--- src/rtl/ivector_init_pkg.sv ---
// +----------------------------------------------------------------------------+
// | ivector_init_pkg: shared types and payload packing for ivector_initiator   |
// | Revision: 1.0                                                              |
// +----------------------------------------------------------------------------+
`default_nettype none

package ivector_init_pkg;

  typedef enum logic [1:0] {
    IDLE  = 2'd0,
    SEND  = 2'd1,
    DRAIN = 2'd2,
    DONE  = 2'd3
  } state_t;

  localparam int LANE_TAG_W = 8;
  localparam logic [15:0] LFSR_SEED = 16'hACE1;

  // Lane tag sits above a seq field that wraps at DATA_WIDTH-LANE_TAG_W bits.
  function automatic logic [63:0] pack_payload(input logic [LANE_TAG_W-1:0] lane,
                                               input logic [63:0] seq,
                                               input int data_w);
    logic [63:0] mask;
    mask = (64'd1 << (data_w - LANE_TAG_W)) - 64'd1;
    return ({56'd0, lane} << (data_w - LANE_TAG_W)) | (seq & mask);
  endfunction

endpackage

`default_nettype wire

--- src/rtl/rr_arbiter.sv ---
// +----------------------------------------------------------------------------+
// | rr_arbiter: round-robin pick of the first requester after the last grant   |
// | Revision: 1.0                                                              |
// +----------------------------------------------------------------------------+
`default_nettype none

module rr_arbiter #(
  parameter int N     = 10,
  parameter int IDX_W = 4
) (
  input  logic [N-1:0]     i_req,
  input  logic [IDX_W-1:0] i_last,
  output logic [N-1:0]     o_gnt,
  output logic [IDX_W-1:0] o_gnt_idx,
  output logic             o_any
);

  always_comb begin
    int j;
    j         = 0;
    o_gnt     = '0;
    o_gnt_idx = '0;
    o_any     = 1'b0;
    for (int k = 1; k <= N; k++) begin
      j = (int'(i_last) + k) % N;
      if (!o_any && i_req[j]) begin
        o_any     = 1'b1;
        o_gnt[j]  = 1'b1;
        o_gnt_idx = IDX_W'(j);
      end
    end
  end

endmodule

`default_nettype wire

--- src/rtl/ivector_initiator.sv ---
// +----------------------------------------------------------------------------+
// | ivector_initiator: IVector say/heard traffic initiator and ordering checker|
// | Optional IVECTOR_INIT_BACKPRESSURE_EN: LFSR-gated heard__RDY. Revision: 1.0|
// +----------------------------------------------------------------------------+
`default_nettype none

module ivector_initiator
  import ivector_init_pkg::*;
#(
  parameter int NUM_LANES   = 10,
  parameter int IDX_WIDTH   = 4,
  parameter int DATA_WIDTH  = 32,
  parameter int COUNT_WIDTH = 16,
  parameter int TIMEOUT     = 1024
) (
  input  logic                   CLK,
  input  logic                   nRST,
  input  logic                   start,
  input  logic [COUNT_WIDTH-1:0] num_msgs,
  output logic                   say__ENA,
  input  logic                   say__RDY,
  output logic [IDX_WIDTH-1:0]   say_meth,
  output logic [DATA_WIDTH-1:0]  say_v,
  input  logic                   heard__ENA,
  output logic                   heard__RDY,
  input  logic [IDX_WIDTH-1:0]   heard_meth,
  input  logic [DATA_WIDTH-1:0]  heard_v,
  output logic                   busy,
  output logic                   done,
  output logic [COUNT_WIDTH-1:0] err_count,
  output logic [IDX_WIDTH-1:0]   first_err_lane
);

  localparam int IDLE_W = $clog2(TIMEOUT + 1);
  localparam logic [COUNT_WIDTH-1:0] c_cnt_one = COUNT_WIDTH'(1);

  state_t r_state, w_state_nxt;
  logic [COUNT_WIDTH-1:0] r_sent    [NUM_LANES];
  logic [COUNT_WIDTH-1:0] r_recv    [NUM_LANES];
  logic [COUNT_WIDTH-1:0] r_exp_seq [NUM_LANES];
  logic [COUNT_WIDTH-1:0] r_num_msgs, r_err_count;
  logic [IDX_WIDTH-1:0]   r_last_gnt, r_first_err_lane;
  logic [IDLE_W-1:0]      r_idle;

  logic [NUM_LANES-1:0]  w_req, w_gnt, w_pend;
  logic [IDX_WIDTH-1:0]  w_gnt_idx, w_pend_idx, w_hl, w_err_lane;
  logic [DATA_WIDTH-1:0] w_exp_v;
  logic w_any, w_base_rdy, w_accept, w_lane_ok, w_heard_err, w_idle_tick;
  logic w_timeout, w_err, w_say_fire, w_start;

  rr_arbiter #(.N(NUM_LANES), .IDX_W(IDX_WIDTH)) u_arb (
    .i_req     (w_req),
    .i_last    (r_last_gnt),
    .o_gnt     (w_gnt),
    .o_gnt_idx (w_gnt_idx),
    .o_any     (w_any)
  );

  always_comb begin
    w_pend_idx = '0;
    for (int l = 0; l < NUM_LANES; l++) begin
      w_req[l]  = r_sent[l] < r_num_msgs;
      w_pend[l] = r_recv[l] != r_sent[l];
    end
    for (int l = NUM_LANES - 1; l >= 0; l--)
      if (w_pend[l]) w_pend_idx = IDX_WIDTH'(l);
  end

  assign w_start    = start && (r_state == IDLE || r_state == DONE);
  assign w_say_fire = (r_state == SEND) && w_any && say__RDY;
  assign say__ENA   = w_say_fire;
  assign say_meth   = w_gnt_idx;
  assign say_v      = DATA_WIDTH'(pack_payload(LANE_TAG_W'(w_gnt_idx),
                                               64'(r_sent[w_gnt_idx]), DATA_WIDTH));

  assign w_base_rdy = (r_state == SEND) || (r_state == DRAIN);
  assign w_accept   = heard__ENA && heard__RDY;
  assign w_lane_ok  = int'(heard_meth) < NUM_LANES;
  assign w_hl       = w_lane_ok ? heard_meth : '0;
  assign w_exp_v    = DATA_WIDTH'(pack_payload(LANE_TAG_W'(w_hl),
                                               64'(r_exp_seq[w_hl]), DATA_WIDTH));
  // An indication on a lane with nothing outstanding is unsolicited.
  assign w_heard_err = w_accept && (!w_lane_ok || !w_pend[w_hl] || heard_v != w_exp_v);

`ifdef IVECTOR_INIT_BACKPRESSURE_EN
  logic [15:0] r_lfsr;
  always_ff @(posedge CLK) begin
    if (!nRST) r_lfsr <= LFSR_SEED;
    else       r_lfsr <= {r_lfsr[14:0], r_lfsr[15] ^ r_lfsr[13] ^ r_lfsr[12] ^ r_lfsr[10]};
  end
  assign heard__RDY  = w_base_rdy & r_lfsr[0];
  assign w_idle_tick = (r_state == DRAIN) && heard__RDY && !w_accept;
`else
  assign heard__RDY  = w_base_rdy;
  assign w_idle_tick = (r_state == DRAIN) && !w_accept;
`endif

  assign w_timeout  = w_idle_tick && (|w_pend) && (r_idle == IDLE_W'(TIMEOUT - 1));
  assign w_err      = w_heard_err || w_timeout;
  assign w_err_lane = w_timeout ? w_pend_idx : heard_meth;

  always_ff @(posedge CLK) begin
    if (!nRST) r_state <= IDLE;
    else       r_state <= w_state_nxt;
  end

  always_comb begin
    w_state_nxt = r_state;
    case (r_state)
      IDLE, DONE: if (start) w_state_nxt = SEND;
      SEND:       if (!w_any) w_state_nxt = DRAIN;
      DRAIN:      if (!(|w_pend) || w_timeout) w_state_nxt = DONE;
      default:    w_state_nxt = IDLE;
    endcase
  end

  always_ff @(posedge CLK) begin
    if (!nRST || w_start) begin
      for (int l = 0; l < NUM_LANES; l++) begin
        r_sent[l]    <= '0;
        r_recv[l]    <= '0;
        r_exp_seq[l] <= '0;
      end
      r_num_msgs       <= nRST ? num_msgs : '0;
      r_last_gnt       <= IDX_WIDTH'(NUM_LANES - 1);
      r_idle           <= '0;
      r_err_count      <= '0;
      r_first_err_lane <= '0;
    end else begin
      for (int l = 0; l < NUM_LANES; l++) begin
        if (w_say_fire && w_gnt[l]) r_sent[l] <= r_sent[l] + c_cnt_one;
        if (w_accept && w_lane_ok && w_hl == IDX_WIDTH'(l)) begin
          r_recv[l]    <= r_recv[l] + c_cnt_one;
          r_exp_seq[l] <= r_exp_seq[l] + c_cnt_one;
        end
      end
      if (w_say_fire) r_last_gnt <= w_gnt_idx;
      if (r_state != DRAIN || w_accept) r_idle <= '0;
      else if (w_idle_tick)             r_idle <= r_idle + IDLE_W'(1);
      if (w_err) begin
        if (r_err_count != '1) r_err_count <= r_err_count + c_cnt_one;
        if (r_err_count == '0) r_first_err_lane <= w_err_lane;
      end
    end
  end

  assign busy           = w_base_rdy;
  assign done           = (r_state == DONE);
  assign err_count      = r_err_count;
  assign first_err_lane = r_first_err_lane;

endmodule

`default_nettype wire
--- config.mk ---
export PLATFORM = sky130hd
export DESIGN_NAME = ivector_initiator
export DESIGN_NICKNAME = d
export VERILOG_FILES = /design/src/rtl/ivector_init_pkg.sv /design/src/rtl/rr_arbiter.sv /design/src/rtl/ivector_initiator.sv
export SDC_FILE = /design/constraint.sdc
export NUM_CORES = 2
export LEC_CHECK = 0
export BUFFER_PORTS_ARGS = -buffer_cell sky130_fd_sc_hd__buf_2
export CAP_MARGIN = 20
export CORE_MARGIN = 4
export CORE_UTILIZATION = 65
export CTS_CLUSTER_DIAMETER = 50
export DETAILED_ROUTE_END_ITERATION = 12
export PLACE_DENSITY = 0.83
export SYNTH_ARGS = -nofsm -noshare
export SYNTH_HDL_FRONTEND = slang
export SYNTH_SLANG_ARGS = --single-unit
export TNS_END_PERCENT = 20
--- constraint.sdc ---
create_clock -name CLK -period 15.95 [get_ports CLK]
set_clock_uncertainty 0.05 [all_clocks]
set_input_delay 2.3925 -clock CLK [delete_from_list [all_inputs] [get_ports CLK]]
set_output_delay 2.3925 -clock CLK [all_outputs]
set_load 0.02 [all_outputs]
# Word level (Yosys, flattened, before mapping)
# Memories as Yosys holds them, arrays and structs flattened.
# Cells that the tools add are included.
[word_totals] register_bits=53 ram_bits=480 out_inout_bits=60 word_cells=432 mem_count=3
[classes] n_addsub=42 n_div=10 n_lt_le_gt_ge=32 n_eq_ne=29 n_mux=190 bitwise_logic=41 n_reduce_logical=79
[memory_table] name="r_exp_seq" words=10 width=16 read_ports=11 rd_clocked_by_memory_dff=0 write_ports=10 line="ivector_initiator.sv:40" rtl="logic [COUNT_WIDTH-1:0] r_exp_seq [NUM_LANES];"
[memory_table] name="r_recv" words=10 width=16 read_ports=10 rd_clocked_by_memory_dff=0 write_ports=10 line="ivector_initiator.sv:39" rtl="logic [COUNT_WIDTH-1:0] r_recv [NUM_LANES];"
[memory_table] name="r_sent" words=10 width=16 read_ports=11 rd_clocked_by_memory_dff=0 write_ports=10 line="ivector_initiator.sv:38" rtl="logic [COUNT_WIDTH-1:0] r_sent [NUM_LANES];"
[op_table] operator="adder 16 x 1 -> 16 bit (second input constant)" n=31
[op_table] operator="2-to-1 mux 16 bit" n=30
[op_table] operator="greater-or-equal comparator 32 x 1 -> 1 bit (second input constant)" n=10
[op_table] operator="less-than comparator 32 x 6 -> 1 bit (second input constant)" n=10
[op_table] operator="remainder unit 32 x 5 -> 32 bit (second input constant)" n=10
[op_table] operator="less-than comparator 16 bit" n=10
[op_table] operator="inequality test 16 bit" n=10
[op_table] operator="2-to-1 mux 1 bit" n=103
[op_table] operator="2-to-1 mux 10 bit" n=10
[op_table] operator="bitwise OR 10 bit" n=9
[op_table] operator="2-to-1 mux 4 bit" n=22
[op_table] operator="bitwise OR 28 x 16 -> 28 bit" n=2
[op_table] operator="logical AND 1 bit" n=48
[op_table] operator="binary-select mux 1 bit (select 4 bit)" n=11
[op_table] operator="demux 1 bit (select 4 bit)" n=10
[op_table] operator="inequality test 32 x 28 -> 1 bit" n=1
[op_table] operator="bitwise OR 1 bit" n=30
[op_table] operator="adder 4 x 3 -> 5 bit (second input constant)" n=4
[op_table] operator="equality test 4 x 3 -> 1 bit (second input constant)" n=4
[op_table] operator="zero test 16 bit" n=1
[op_table] operator="inequality test 16 bit (second input constant)" n=1
[op_table] operator="adder 4 x 4 -> 5 bit (second input constant)" n=3
[op_table] operator="zero test 1 bit" n=14
[op_table] operator="adder 11 x 1 -> 11 bit (second input constant)" n=1
[op_table] operator="21 further kinds" n=38

# Depth between registers and ports, before layout
[logic_depth] ltp_word=40 depth_mapped=29

# Hierarchy
# From an unflattened synthesis, not the netlist that was laid out.
[hier_totals] hier_cells=4286 hier_area_um2=40861.7
[modules_own_cells] module="ivector_initiator" instances=1 cells_per_inst=3404 area_per_inst_um2=34752.1 seq_area_each_um2=15635.0
[modules_own_cells] module="rr_arbiter" instances=1 cells_per_inst=882 area_per_inst_um2=6109.6 seq_area_each_um2=0.0

# Worst setup path before layout
# No wires, ideal clock.
[synth_path] path_type="reg2out" startpoint="register r_last_gnt[0]" endpoint="output say_v[14]" arrival_time_ps=6640 required_ps=13508 setup_slack_ps=6867 stages_incl_launch_ff=27 cell_sequence="dfxtp_1 -> buf_2 -> inv_1 -> buf_1 -> buf_1 -> clkbuf_1 -> ha_1 -> buf_2 -> buf_2 -> xor2_1 -> nand2_1 -> ha_1 -> o21ai_0 -> a31oi_1 -> or2_1 -> clkbuf_1 -> a2111oi_0 -> a211o_1 -> nor4b_4 -> buf_2 -> nand3_1 -> a21o_1 -> a31oi_4 -> inv_4 -> mux2i_1 -> mux2_2 -> a211oi_1"
[synth_via] elab_chain_cells=35
[synth_lines] item="start: declaration" line="ivector_initiator.sv:42" rtl="logic [IDX_WIDTH-1:0] r_last_gnt, r_first_err_lane;"
[synth_lines] item="start signal: assignment" line="ivector_initiator.sv:125" rtl="r_last_gnt <= IDX_WIDTH'(NUM_LANES - 1);"
[synth_lines] item="start signal: assignment" line="ivector_initiator.sv:137" rtl="if (w_say_fire) r_last_gnt <= w_gnt_idx;"
[synth_lines] item="adder 4 x 1 -> 5 bit" line="rr_arbiter.sv:25" rtl="j = (int'(i_last) + k) % N;"
[synth_lines] item="remainder unit 32 x 5 -> 32 bit" line="rr_arbiter.sv:25"
[synth_lines] item="binary-select mux 1 bit (select 4 bit)" line="rr_arbiter.sv:26" rtl="if (!o_any && i_req[j]) begin"
[synth_lines] item="2-to-1 mux 1 bit (not written as such) (2 in series)" line="rr_arbiter.sv:26"
[synth_lines] item="2-to-1 mux 1 bit" line="rr_arbiter.sv:26"
[synth_lines] item="zero test 1 bit" line="rr_arbiter.sv:26"
[synth_lines] item="logical AND 1 bit" line="rr_arbiter.sv:26"
[synth_lines] item="2-to-1 mux 1 bit" line="rr_arbiter.sv:26"
[synth_lines] item="[... 18 more ...]"
[synth_lines] item="zero test 1 bit" line="rr_arbiter.sv:26"
[synth_lines] item="logical AND 1 bit" line="rr_arbiter.sv:26"
[synth_lines] item="2-to-1 mux 1 bit" line="rr_arbiter.sv:26"
[synth_lines] item="zero test 1 bit" line="rr_arbiter.sv:26"
[synth_lines] item="logical AND 1 bit" line="rr_arbiter.sv:26"
[synth_lines] item="2-to-1 mux 4 bit (*)" line="rr_arbiter.sv:26"
[synth_lines] item="memory (10 x 16 bit) (*)"
[synth_lines] item="bitwise OR 28 x 16 -> 28 bit (*)" line="ivector_init_pkg.sv:25" rtl="return ({56'd0, lane} << (data_w - LANE_TAG_W)) | (seq & mask);"
[synth_lines] item="end: declaration" line="ivector_initiator.sv:23" rtl="output logic [DATA_WIDTH-1:0] say_v,"
# Mark *: on every way between the ends. The rest lies on a longest branch, timed or not. The select of a mux whose other input is x is not followed.

# Worst setup path after layout
[layout_path] startpoint="register r_last_gnt[1]" endpoint="output say_v[14]"
# Same word-level chain as after synthesis.

==> qor.yml <==
outcome: "complete, no violations"
p_per_area_nw_per_um2: 184
grt_pass1_vias: 32800
vdd_drop_max_v: 0.000200
fin_area_um2: 44200
grt_max_degree: 53
clockBufferDepth: 3
cp_max_fo: 51
cap_viol_max_count: 0
grt-ovfl-total: 0
cts_tree: "built"
regArea_um2: 15600
drtAntennaViolNets: 0
ys_top_cells_by_area: "edfxtp_1, ha_1, xor2_1"
cts.sinks: 533
rsz0062_at_grt: "no"
cts_made_buffers: 71
drive_gt1_share_pct: 8.23
slew_viol_final: 0
synth_top_area_share_pct: 36.7
yosysSeqAreaShare_pct: 38.5
die_h_um: 258
avgSynthCellArea_um2: 9.29
clk_latency_ns: 0.64
synth-seq-cells: 533
htree_levels: 3
ys_async_sr_fraction_pct: 0
min_period_over_period_pct: 71.4
antenna_found_initial: 0
setup_viol: 0
ios: 117
switching_power_uw: 3830
fp.coreArea_um2: 61700
initial_core_util_pct: 65.8
worst_pin_slew_ns: 1.14
dieWidth_um: 258
intPower_uw: 4290
cts.clk_slew.worst_paths_ns: 0.06
startpoint_type: "flop"
vias: 35200
ys.flop_type: "edfxtp_1"
hold_buffers: 0
crit_type: "reg2out"
die-area_um2: 66500
maxSlewHeadroom_pct: 23.5
post-cts-setup-buffers: 0
drtPass1Iterations: 6
routedWlPerCell_um: 22.9
io_buffers: 104
wl_um: 122000
finalSetupTns_ns: 0
power_frac_comb_pct: 51.7
power.leakage_uw: 0.0162
synth_largest_area_cell: "edfxtp_1"
fin_crit_ns: 11.38
drc: 0
synth_cells: 4371
clock_tree.root_cell: "clkbuf_16"
drt-initial-drc-count: 4086
max_freq_mhz: 87.9
arrival_ns: 8.94
end_kind: "primary output"
hp-class: "reg2reg"
placed_area_um2: 41800
dp_hpwl_um: 89900
switching_share_pct: 47.1
via_per_inst: 6.65
synth_edf_count: 496
hold_viol_final: 0
seqPwrFrac_pct: 28.8
clock_power_share_pct: 19.4
row_count: 91
fin_nets: 4698
cts_resized: 0
grt_pass1_wl_um: 186000
synth.cell_area_um2: 40600
fill_cells: 4530
gp_congestion: 1.10
area_delta_synth_final_pct: 8.89
critPathRequiredTime_ns: 13.51
yosys_warnings: 0
grtUsageTotal_pct: 35.2
multiInputGateArea_um2: 23800
synth.distinct_cells: 101
-- through the flow --
| step | worst slack [ns] | cells | power, uW | util (%) | hold WS [ns] |
|---|---|---|---|---|---|
| 3_5_place_dp | 5.55 | 5166 | 6360 | 67.7 | 0.426 |
| 5_1_grt | 4.12 | 5298 | 8420 | 71.6 | 0.470 |
| 3_3_place_gp | 5.74 | 5164 | 6300 | 67.6 | 0.393 |
| 6_report | 4.57 | 5299 | 8120 | 71.6 | 0.439 |
| 2_1_floorplan | 6.87 | 4382 | 5100 | - | 0.380 |
| 4_1_cts | 4.86 | 5291 | 7960 | 71.4 | 0.440 |
-- power by group through the flow --
stage | combinational, uW | clock [uW] | sequential [uW]
5_1_grt | 4420 | 1640 | 2360
2_1_floorplan | 2950 | 0 | 2150
6_report | 4200 | 1580 | 2340
4_1_cts | 4050 | 1590 | 2310
3_5_place_dp | 4020 | 0 | 2340
3_3_place_gp | 3970 | 0 | 2330
-- metal layers --
metal  part of all wire, %  global-route usage [%]  up-vias
li1                      -                       -    16000
met1                    40                    47.4    16900
met2                    45                    54.8     1970
met3                   9.9                    7.24      432
met4                   5.8                    17.2        0
met5                     0                       0        -
-- final timing paths --
check / from / end / slack (ns) / depth (start not counted)
setup / recovery: r_last_gnt[1] / say_v[14] / 4.57 / 21
hold reg to reg: r_idle[0] / r_idle[0] / 0.44 / 1
setup reg to reg: r_last_gnt[1] / r_sent[7][7] / 7.62 / 19
hold / removal: r_idle[0] / r_idle[0] / 0.44 / 1
-- logic make-up (layout without fill, tap and decap cells) --
| family | Yosys count | count (layout) | share of synthesized area, % |
|---|---|---|---|
| and+or+nand+nor | 1846 | 1846 | 21.9 |
| AOI/OAI and AO/OA | 662 | 662 | 11.4 |
| xor gates and xnor gates | 639 | 639 | 13.8 |
| DFF | 533 | 533 | 38.5 |
| buffers and inverters | 316 | 395 | 3.24 |
| adders and majority gates | 233 | 233 | 7.18 |
| muxes | 141 | 141 | 3.92 |
| other | 1 | 13 | 0.00924 |
-- state kept, by name, indices dropped and copies added (netlist names) --
register	count
r_last_gnt	4
r_idle	11
r_state	2
r_recv	160
first_err_lane	4
r_num_msgs	16
err_count	16
r_sent	160
r_exp_seq	160
-- area by class of cell --
type,count,share of cell area (%)
inverter,113,0.965
antenna,1,0.00566
clock inverter,42,1.00
clock buffer,83,4.27
tap,837,2.37
timing repair buffer,157,2.23
sequential,533,35.4
multi-input combinational,3533,53.8
-- cells in the mapped netlist (all sizes together), types with 10 or more instances --
cell     number
a2111oi      16
a211o        13
a211oi       37
a21boi       15
a21o         19
a21oi       125
a221oi       27
a31oi        18
and2         48
and3        153
and4         20
buf          67
clkbuf      136
dfxtp        37
edfxtp      496
ha          232
inv         111
mux2         22
mux2i       107
mux4         12
nand2       336
nand2b       28
nand3       224
nand3b       18
nand4       133
nor2        659
nor2b        47
nor3         61
nor4         39
o211a        18
o211ai       34
o21a         23
o21ai       152
o21bai       10
o221ai       40
o22ai        16
o31ai        13
or2          21
or3          28
xnor2       313
xor2        326
-- layout by cell type (no fill, tap or decap), types with 104 or more instances in the layout --
cell	synthesis	final
mux2i_1	107	107
xnor2_1	312	312
nand2_1	336	336
o21ai_0	148	138
and3_1	153	153
inv_1	107	107
nand4_1	133	133
xor2_1	325	325
nand3_1	223	223
a21oi_1	123	123
edfxtp_1	496	496
ha_1	232	232
nor2_1	659	659
buf_2	37	104
-- critical path, cell delays in order (launching register included) --
cell and delay, ns:
dfxtp_1 0.51, buf_4 0.42, inv_1 0.25, ha_1 0.50
xor2_1 0.51, nand2_1 0.12, ha_1 0.31, o21ai_0 0.38
a31oi_1 0.20, or2_1 0.37, a2111oi_0 0.57, a211o_1 0.32
nor4b_4 0.65, nand4_1 0.54, nand4b_1 0.33, nand2_1 0.07
buf_4 0.25, inv_2 0.85, and3_1 0.31, a2111oi_2 0.06
a211oi_1 0.48, buf_2 0.26
Power figures use the tool's default switching activity.
